===== src/rtl/keypad_pkg.sv =====
// Shared constants, column state encoding and key-index helpers for the keypad scanner.
// Key index = col*ROWS + row, so key 0 is column 0 / row 0 and key 15 is column 3 / row 3.
package keypad_pkg;

  localparam int KEY_COUNT      = 16;
  localparam int ROWS           = 4;
  localparam int COLS           = 4;
  localparam int GHOST_MAX_KEYS = 2;

  typedef enum logic [1:0] {
    COL0 = 2'd0,
    COL1 = 2'd1,
    COL2 = 2'd2,
    COL3 = 2'd3
  } col_state_e;

  function automatic logic [3:0] key_index(input logic [1:0] col_idx, input logic [1:0] row_idx);
    return 4'(int'(col_idx) * ROWS + int'(row_idx));
  endfunction

  function automatic logic [4:0] popcount16(input logic [KEY_COUNT-1:0] v);
    logic [4:0] n;
    n = '0;
    for (int i = 0; i < KEY_COUNT; i++) n = n + 5'(v[i]);
    return n;
  endfunction

endpackage


===== src/rtl/keypad_emitter.sv =====
// Queues newly pressed keys and strobes them out lowest index first, one per cycle.
// Registered: a key committed on edge N is strobed after edge N+1; no backpressure, commits OR into the queue.
module keypad_emitter
  import keypad_pkg::*;
(
  input  logic                 clk,
  input  logic                 reset,
  input  logic                 commit_vld,
  input  logic [KEY_COUNT-1:0] commit_mask,
  output logic                 key_valid,
  output logic [3:0]           key_code
);

  logic [KEY_COUNT-1:0] pending_q, pending_d;
  logic                 key_valid_q, key_valid_d;
  logic [3:0]           key_code_q, key_code_d;
  logic [KEY_COUNT-1:0] clr_mask;
  logic [3:0]           sel_code;
  logic                 found;

  always_comb begin
    found    = 1'b0;
    sel_code = '0;
    clr_mask = '0;
    for (int i = 0; i < KEY_COUNT; i++) begin
      if (pending_q[i] && !found) begin
        found       = 1'b1;
        sel_code    = key_index(2'(i / ROWS), 2'(i % ROWS));
        clr_mask[i] = 1'b1;
      end
    end

    key_valid_d = found;
    key_code_d  = found ? sel_code : key_code_q;
    pending_d   = (pending_q & ~clr_mask) | (commit_vld ? commit_mask : '0);
  end

  always_ff @(posedge clk) begin
    if (reset) begin
      pending_q   <= '0;
      key_valid_q <= 1'b0;
      key_code_q  <= '0;
    end else begin
      pending_q   <= pending_d;
      key_valid_q <= key_valid_d;
      key_code_q  <= key_code_d;
    end
  end

  assign key_valid = key_valid_q;
  assign key_code  = key_code_q;

endmodule


===== src/rtl/keypad_scanner.sv =====
// 4x4 active-low keypad scanner: column walk, frame debounce, new-press strobes; frame = 4*SCAN_CYCLES.
// Optional KEYPAD_GHOST_REJECT_EN drops frames with more than GHOST_MAX_KEYS keys as matrix ghosts.
module keypad_scanner
  import keypad_pkg::*;
#(
  parameter int SCAN_CYCLES    = 20000,
  parameter int DEBOUNCE_SCANS = 4
) (
  input  logic                 clk,
  input  logic                 reset,
  input  logic [ROWS-1:0]      row,
  output logic [COLS-1:0]      col,
  output logic                 key_valid,
  output logic [3:0]           key_code,
  output logic [KEY_COUNT-1:0] keys_down
);

  localparam logic [16:0] DWELL_LAST = 17'(SCAN_CYCLES - 1);
  localparam logic [3:0]  DEB_MAX    = 4'(DEBOUNCE_SCANS);

  logic [ROWS-1:0]      row_meta_q, row_sync_q;
  logic [ROWS-1:0]      rows_act;
  logic [16:0]          timer_q, timer_d;
  col_state_e           state_q, state_d;
  logic [KEY_COUNT-1:0] raw_q, raw_d;
  logic [KEY_COUNT-1:0] prev_frame_q, prev_frame_d;
  logic [3:0]           stable_cnt_q, stable_cnt_d;
  logic [KEY_COUNT-1:0] keys_down_q, keys_down_d;
  logic                 sample, frame_end, ghost;
  logic                 commit_vld;
  logic [KEY_COUNT-1:0] commit_mask;

  assign rows_act = ~row_sync_q;

  always_comb begin
    sample  = (timer_q == DWELL_LAST);
    timer_d = sample ? '0 : timer_q + 17'd1;

    state_d = state_q;
    if (sample) begin
      unique case (state_q)
        COL0:    state_d = COL1;
        COL1:    state_d = COL2;
        COL2:    state_d = COL3;
        default: state_d = COL0;
      endcase
    end

    // raw_d is the completed frame on the COL3 sample edge.
    raw_d = raw_q;
    if (sample) raw_d[{state_q, 2'b00} +: ROWS] = rows_act;
    frame_end = sample && (state_q == COL3);

`ifdef KEYPAD_GHOST_REJECT_EN
    ghost = (popcount16(raw_d) > 5'(GHOST_MAX_KEYS));
`else
    ghost = 1'b0;
`endif

    prev_frame_d = prev_frame_q;
    stable_cnt_d = stable_cnt_q;
    keys_down_d  = keys_down_q;
    commit_vld   = 1'b0;
    commit_mask  = '0;
    if (frame_end) begin
      if (ghost) begin
        stable_cnt_d = '0;
      end else begin
        if (raw_d == prev_frame_q)
          stable_cnt_d = (stable_cnt_q >= DEB_MAX) ? DEB_MAX : stable_cnt_q + 4'd1;
        else
          stable_cnt_d = 4'd1;
        prev_frame_d = raw_d;
        if (stable_cnt_d == DEB_MAX) begin
          commit_vld  = 1'b1;
          commit_mask = raw_d & ~keys_down_q;
          keys_down_d = raw_d;
        end
      end
    end
  end

  always_ff @(posedge clk) begin
    if (reset) begin
      row_meta_q   <= '1;
      row_sync_q   <= '1;
      timer_q      <= '0;
      state_q      <= COL0;
      raw_q        <= '0;
      prev_frame_q <= '0;
      stable_cnt_q <= '0;
      keys_down_q  <= '0;
    end else begin
      row_meta_q   <= row;
      row_sync_q   <= row_meta_q;
      timer_q      <= timer_d;
      state_q      <= state_d;
      raw_q        <= raw_d;
      prev_frame_q <= prev_frame_d;
      stable_cnt_q <= stable_cnt_d;
      keys_down_q  <= keys_down_d;
    end
  end

  assign col       = ~(4'b0001 << state_q);
  assign keys_down = keys_down_q;

  keypad_emitter u_emitter (
    .clk         (clk),
    .reset       (reset),
    .commit_vld  (commit_vld),
    .commit_mask (commit_mask),
    .key_valid   (key_valid),
    .key_code    (key_code)
  );

endmodule


===== config.mk =====
export PLATFORM = sky130hd
export DESIGN_NAME = keypad_scanner
export DESIGN_NICKNAME = d
export VERILOG_FILES = /design/src/rtl/keypad_pkg.sv /design/src/rtl/keypad_emitter.sv /design/src/rtl/keypad_scanner.sv
export SDC_FILE = /design/constraint.sdc
export NUM_CORES = 1
export LEC_CHECK = 0
export BUFFER_PORTS_ARGS = -buffer_cell sky130_fd_sc_hd__buf_4
export CORE_MARGIN = 10
export CORE_UTILIZATION = 40
export DETAILED_ROUTE_END_ITERATION = 12
export GPL_TIMING_DRIVEN = 0
export PLACE_DENSITY = 0.54
export SLEW_MARGIN = 15
export SYNTH_ARGS = -nofsm -noshare
export SYNTH_HDL_FRONTEND = slang
export SYNTH_HIERARCHICAL = 1
export SYNTH_SLANG_ARGS = --single-unit

===== constraint.sdc =====
create_clock -name clk -period 5.6 [get_ports clk]
set_input_delay 1.12 -clock clk [delete_from_list [all_inputs] [get_ports clk]]
set_output_delay 1.12 -clock clk [all_outputs]
set_load 0.005 [all_outputs]

# Word level (Yosys, flattened, before mapping)
# Index checks and enable logic that the tools add are counted.
# totals
register_bits	100
latchBits	0
ram_bits	0
romBits	0
input_bits	6
n_memories	0
# classes
addsub	3
mul	0
div_mod_pow	0
order_cmp	1
eq_ne	6
n_shift	3
mux	57
bitwise	7
n_reduce_logical	34
# op_table
op	n
$mux 16	4
$mux 4	11
$mux 1	34
$and 16x16->16	2
$not 16->16	2
$add 17x1->17 const B	1
$eq 17x15->1 const B	1
$bwmux 16	1
$eq 16x16->1	1
$logic_and 1x1->1	16
$or 16x16->16	1
$shift 4x6->16 const A	1
$shiftx 4x6->16	1
$logic_not 1->1	15
$mux 3	4
$not 4->4	2
$neg 4->6	1
$pmux 2 s3	1
$add 4x1->4 const B	1
$eq 2x2->1 const B	2
$eq 4x3->1 const B	1
$ge 4x3->1 const B	1
$mux 2	2
$shl 1x2->4 const A	1
other kinds (4)	4

# Depth between registers and ports, before layout
# depth
ltp_word	49
mapped_depth	17

# Hierarchy
# Netlist, hierarchy kept.
# by_module_without_submodules
module	n_inst	cells_per_inst	area_each_um2
keypad_scanner	1	462	4072.7
keypad_emitter	1	104	908.4

# Worst setup path before layout
# Ideal clock, no wire load.
# synth_timing
kind	register to register
startpoint	reg state_q[0]
endpoint	reg u_emitter.pending_q[10]
setup_time_ns	0.071
t_arrival_ns	4.077
path_slack_ns	1.452
path_stages_with_launch	17
synth_period_minus_slack_ns	4.148
cell_sequence	dfxtp_1 clkbuf_1 inv_1 ha_1 or4b_2 nand3_1 nand4_1 or4b_1 nor4_1 nand4_2 buf_6 buf_6 inv_1 clkbuf_1 clkbuf_1 nand2_1 a21oi_1
# synth_between
elab_chain_cells	12
elab_cells_between_ends	18
classes_between	add/sub (1); eq/ne (3); shift (2); mux (9); bitwise (2); reduce/logical (1)
# synth_rtl
item	line_no	rtl
start: declaration	keypad_scanner.sv:24	col_state_e state_q, state_d;
start signal: assignment	keypad_scanner.sv:97	state_q <= state_d;
$neg 4->6	keypad_scanner.sv:51	if (sample) raw_d[{state_q, 2'b00} +: ROWS] = rows_act;
$shiftx 4x6->16 or $shift 4x6->16 (tied branches)	keypad_scanner.sv:51	
$bwmux 16	keypad_scanner.sv:51	
$mux 16	keypad_scanner.sv:51	
$eq 16x16->1	keypad_scanner.sv:69	if (raw_d == prev_frame_q)
$mux 4	keypad_scanner.sv:69	
$mux 4	keypad_scanner.sv:65	if (frame_end) begin
$eq 4x3->1	keypad_scanner.sv:74	if (stable_cnt_d == DEB_MAX) begin
$mux 1	keypad_scanner.sv:74	
$mux 1 *	keypad_scanner.sv:65	
net commit_vld	keypad_scanner.sv:30	logic commit_vld;
$mux 16 *	keypad_emitter.sv:35	pending_d = (pending_q & ~clr_mask) | (commit_vld ? commit_mask : '0);
$or 16x16->16 *	keypad_emitter.sv:35	
end signal: assignment	keypad_emitter.sv:44	pending_q <= pending_d;
end: declaration	keypad_emitter.sv:14	logic [KEY_COUNT-1:0] pending_q, pending_d;
# The timed path passes the listed nets; every way through them passes the cells marked *. The select of a mux whose other input is x is not followed.
# A chain may end at the register's enable or synchronous reset.

# Worst setup path in the final report
# layout_timing
startpoint	reg state_q[0]
endpoint	reg u_emitter.pending_q[3]
# Same word-level chain as after synthesis.

==> results.json <==
{
  "timing.slew.headroom_pct": 49.1,
  "ctsRootBufferMaster": "clkbuf_16",
  "gp_routability_congestion": 0.882,
  "cts.sinks": 100,
  "final.setup.tns_ns": 0,
  "synth_warnings": 6,
  "die_w_um": 132,
  "start_util_pct": 41.1,
  "instances_no_fill": 780,
  "cts_tree": "built",
  "numCtsBuffers": 9,
  "cpMostUsedCell": "clkbuf_1",
  "ys_seq_area_share_pct": 40.2,
  "synth_compound_area_share_pct": 16.9,
  "synth_top_area_share_pct": 40.2,
  "synth_fp_nets": 579,
  "status": "finished, final reports clean",
  "grt.overflow.total": 0,
  "clkPwrFrac_pct": 45.0,
  "place_hpwl_mm": 10.0,
  "n_fill_cell": 1229,
  "grt_pass1_vias": 4230,
  "netlist_area_um2": 4980,
  "arrival_ns": 5.39,
  "worst-path-buf-inv": 7,
  "cellPowerDensity_nw_per_um2": 238,
  "antenna_found_initial": 0,
  "track_usage_pct": 15.7,
  "comb_power_share_pct": 2.3,
  "syn_avg_cell_area_um2": 8.80,
  "synth_fa_ha_area_share_pct": 1.76,
  "use_met2_pct": 24.2,
  "drc_errors": 0,
  "seqPwrFrac_pct": 52.8,
  "cp_slowest_stage_delay_ns": 0.74,
  "cp_cell_sequence": "clkbuf_1 -> inv_1 -> ha_1 -> or4b_2 -> nand3_1 -> nand4_1 -> or4b_1 -> nor4_1 -> nand4_2 -> buf_6 -> buf_6 -> inv_1 -> clkbuf_1 -> clkbuf_1 -> nand2_1 -> a21oi_1",
  "post_drt_wl_per_cell_um": 17.3,
  "finalSetupViolations": 0,
  "layout-drive-gt1-share_pct": 16.7,
  "drt_iter0_drc": 403,
  "synth.distinct_cells": 68,
  "insertedDiodeCount": 0,
  "fin_area_um2": 5720,
  "required_ns": 5.88,
  "chipHeight_um": 132,
  "synthMuxAreaShare_pct": 5.53,
  "critPathLaunchType": "register",
  "grt_pass1_wl_mm": 22.2,
  "postCtsHoldBufs": 0,
  "busiest_layer": "met2",
  "synth_cells": 566,
  "num_rows": 40,
  "dp.cells": 764,
  "fin_nets": 620,
  "synth-simple-area-share_pct": 28.7,
  "ys_ff_latch": 100,
  "synth_top_family_by_area": "simple AND/OR/NAND/NOR gates",
  "crit_type": "register to register",
  "portBuffers": 30,
  "hold_viol_final": 0,
  "path_max_fanout": 10,
  "use_met1_pct": 20.4,
  "p_leak_nw": 2.09,
  "num_io_pins": 31,
  "synth-edff-count": 0,
  "critPathSlowestCell": "or4b_2",
  "path_clk_slew_ns": 0.07,
  "fin_skew_ns": 0.0114,
  "area_growth_pct": 14.9,
  "gr-usage-met3_pct": 4.12,
  "max_freq_mhz": 196,
  "rsz0062_at_grt": "false",
  "clockBufferDepth": 2,
  "ant_nets": 0,
  "final_common_cell": "dfxtp_1",
  "fin_crit_ns": 5.11,
  "cts_setup_buffers": 0,
  "htreeDepth": 3,
  "worstSetupEndpointType": "register",
  "synth-xor-area-share_pct": 2.46,
  "mostFrequentLayoutCells": "dfxtp_1 (100), nor2_1 (74), buf_4 (31)",
  "drtPass1Iterations": 5,
  "worstMarginPinSlew_ns": 0.759,
  "p_int_w": 0.00105,
  "grt_max_degree": 19,
  "fin_util_pct": 47.2,
  "holdWs_ns": 0.414,
  "wirelength_mm": 13.5,
  "yosys.area.top_type": "dfxtp_1",
  "clock_latency_ns": 0.36,
  "maxSlewViolCount": 0,
  "async_flop_share_pct": 0,
  "finalCritPeriodShare_pct": 91.3,
  "synthFlopType": "dfxtp_1",
  "cp_top_family": "simple AND/OR/NAND/NOR gates",
  "via_per_inst": 5.52,
  "coreArea_um2": 12100,
  "placed_cell_area_um2": 5420,
  "via_count": 4307,
  "die_area_um2": 17300,
  "synth_area_leaders": "dfxtp_1 (40%), nor2_1 (5.6%), mux2_4 (3.6%), o21ai_0 (2.9%), a21oi_1 (2.7%)",
  "p_sw_share_pct": 23.2,
  "drv_cap": 0,
  "holdCritPathClass": "register to register",
  "p_switching_w": 0.000316,
  "irDropWorstVdd_mv": 0.196
}
==> through the flow <==
step | worst slack [ns] | total power (W)
2_1_floorplan | 1.45 | 0.000753
3_3_place_gp | 0.543 | 0.000766
3_5_place_dp | 0.429 | 0.000766
4_1_cts | 0.420 | 0.00138
5_1_grt | 0.0961 | 0.00142
6_report | 0.486 | 0.00136
==> cells in the mapped netlist (3+ instances only) <==
cell and n:
o21ai_0 29, ha_1 7, a41oi_1 3, o31a_1 8
or3_1 6, and2_1 9, nor4_1 13, a211oi_1 13
clkbuf_1 22, nor4_4 3, dfxtp_1 100, a21boi_0 5
o31ai_1 4, nor3_1 25, nand3b_1 3, or2_2 8
nand3_1 15, mux2_4 12, nand2b_1 5, inv_1 17
nor2_1 74, nor3_2 9, nor3b_1 3, mux2_2 4
nand2_1 26, xnor2_1 6, nand4_1 6, a22oi_1 8
nor2b_1 19, and3_1 7, o211ai_1 3, xor2_1 8
a21oi_1 27, buf_6 5, mux2i_1 5, or4_1 3
a221oi_1 8
==> logic make-up (layout without fill, tap and decap cells) <==
logic type      after synthesis  in the layout
buf+inv                      49             95
mux                          21             21
xor+xnor                     14             14
flops                       100            100
simple gates                250            250
compound gates              125            125
fa+ha+maj                     7              7
==> flip-flops by register name, summed over array words and instances (netlist names) <==
register	count
keys_down	16
prev_frame_q	16
raw_q	16
row_meta_q	4
row_sync_q	4
stable_cnt_q	4
state_q	2
timer_q	17
u_emitter/key_code	4
u_emitter/key_valid	1
u_emitter/pending_q	16
==> final timing paths <==
path                            start                                 to  slack [ns]  cells after the start
max           state_q[0]$_SDFFE_PP0N_  u_emitter/pending_q[3]$_SDFF_PP0_        0.49                     16
min reg2reg  row_meta_q[2]$_SDFF_PP1_           row_sync_q[2]$_SDFF_PP1_        0.41                      1
min          row_meta_q[2]$_SDFF_PP1_           row_sync_q[2]$_SDFF_PP1_        0.41                      1
max reg2reg   state_q[0]$_SDFFE_PP0N_  u_emitter/pending_q[3]$_SDFF_PP0_        0.49                     16
==> cell type report <==
type,count,area (um^2),area share (%)
sequential,100,2000,35.0
clock buffer,10,239,4.18
inverter,19,71.3,1.25
buffer,30,155,2.71
clock inverter,6,56.3,0.984
tap,168,210,3.67
timing repair buffer,30,225,3.94
multi-input combinational,417,2760,48.3
==> power groups by stage <==
stage          sequential [W]  clock, W  combinational [W]
2_1_floorplan        0.000734         0          0.0000195
3_3_place_gp         0.000735         0          0.0000306
3_5_place_dp         0.000735         0          0.0000309
4_1_cts              0.000718  0.000633          0.0000309
5_1_grt              0.000719  0.000662          0.0000345
6_report             0.000719  0.000612          0.0000311
==> per-layer routing <==
metal,up-vias,routed length [um]
met5,-,0
met1,2061,6530
met4,0,290
met2,79,6040
met3,23,663
li1,2144,-
==> what timing repair did <==
item | in CTS | in global routing
hold endpoints to repair | 0 | 0
gates resized for setup | 0 | 1
setup endpoints to repair | 0 | 4
Power figures use the tool's default switching activity.
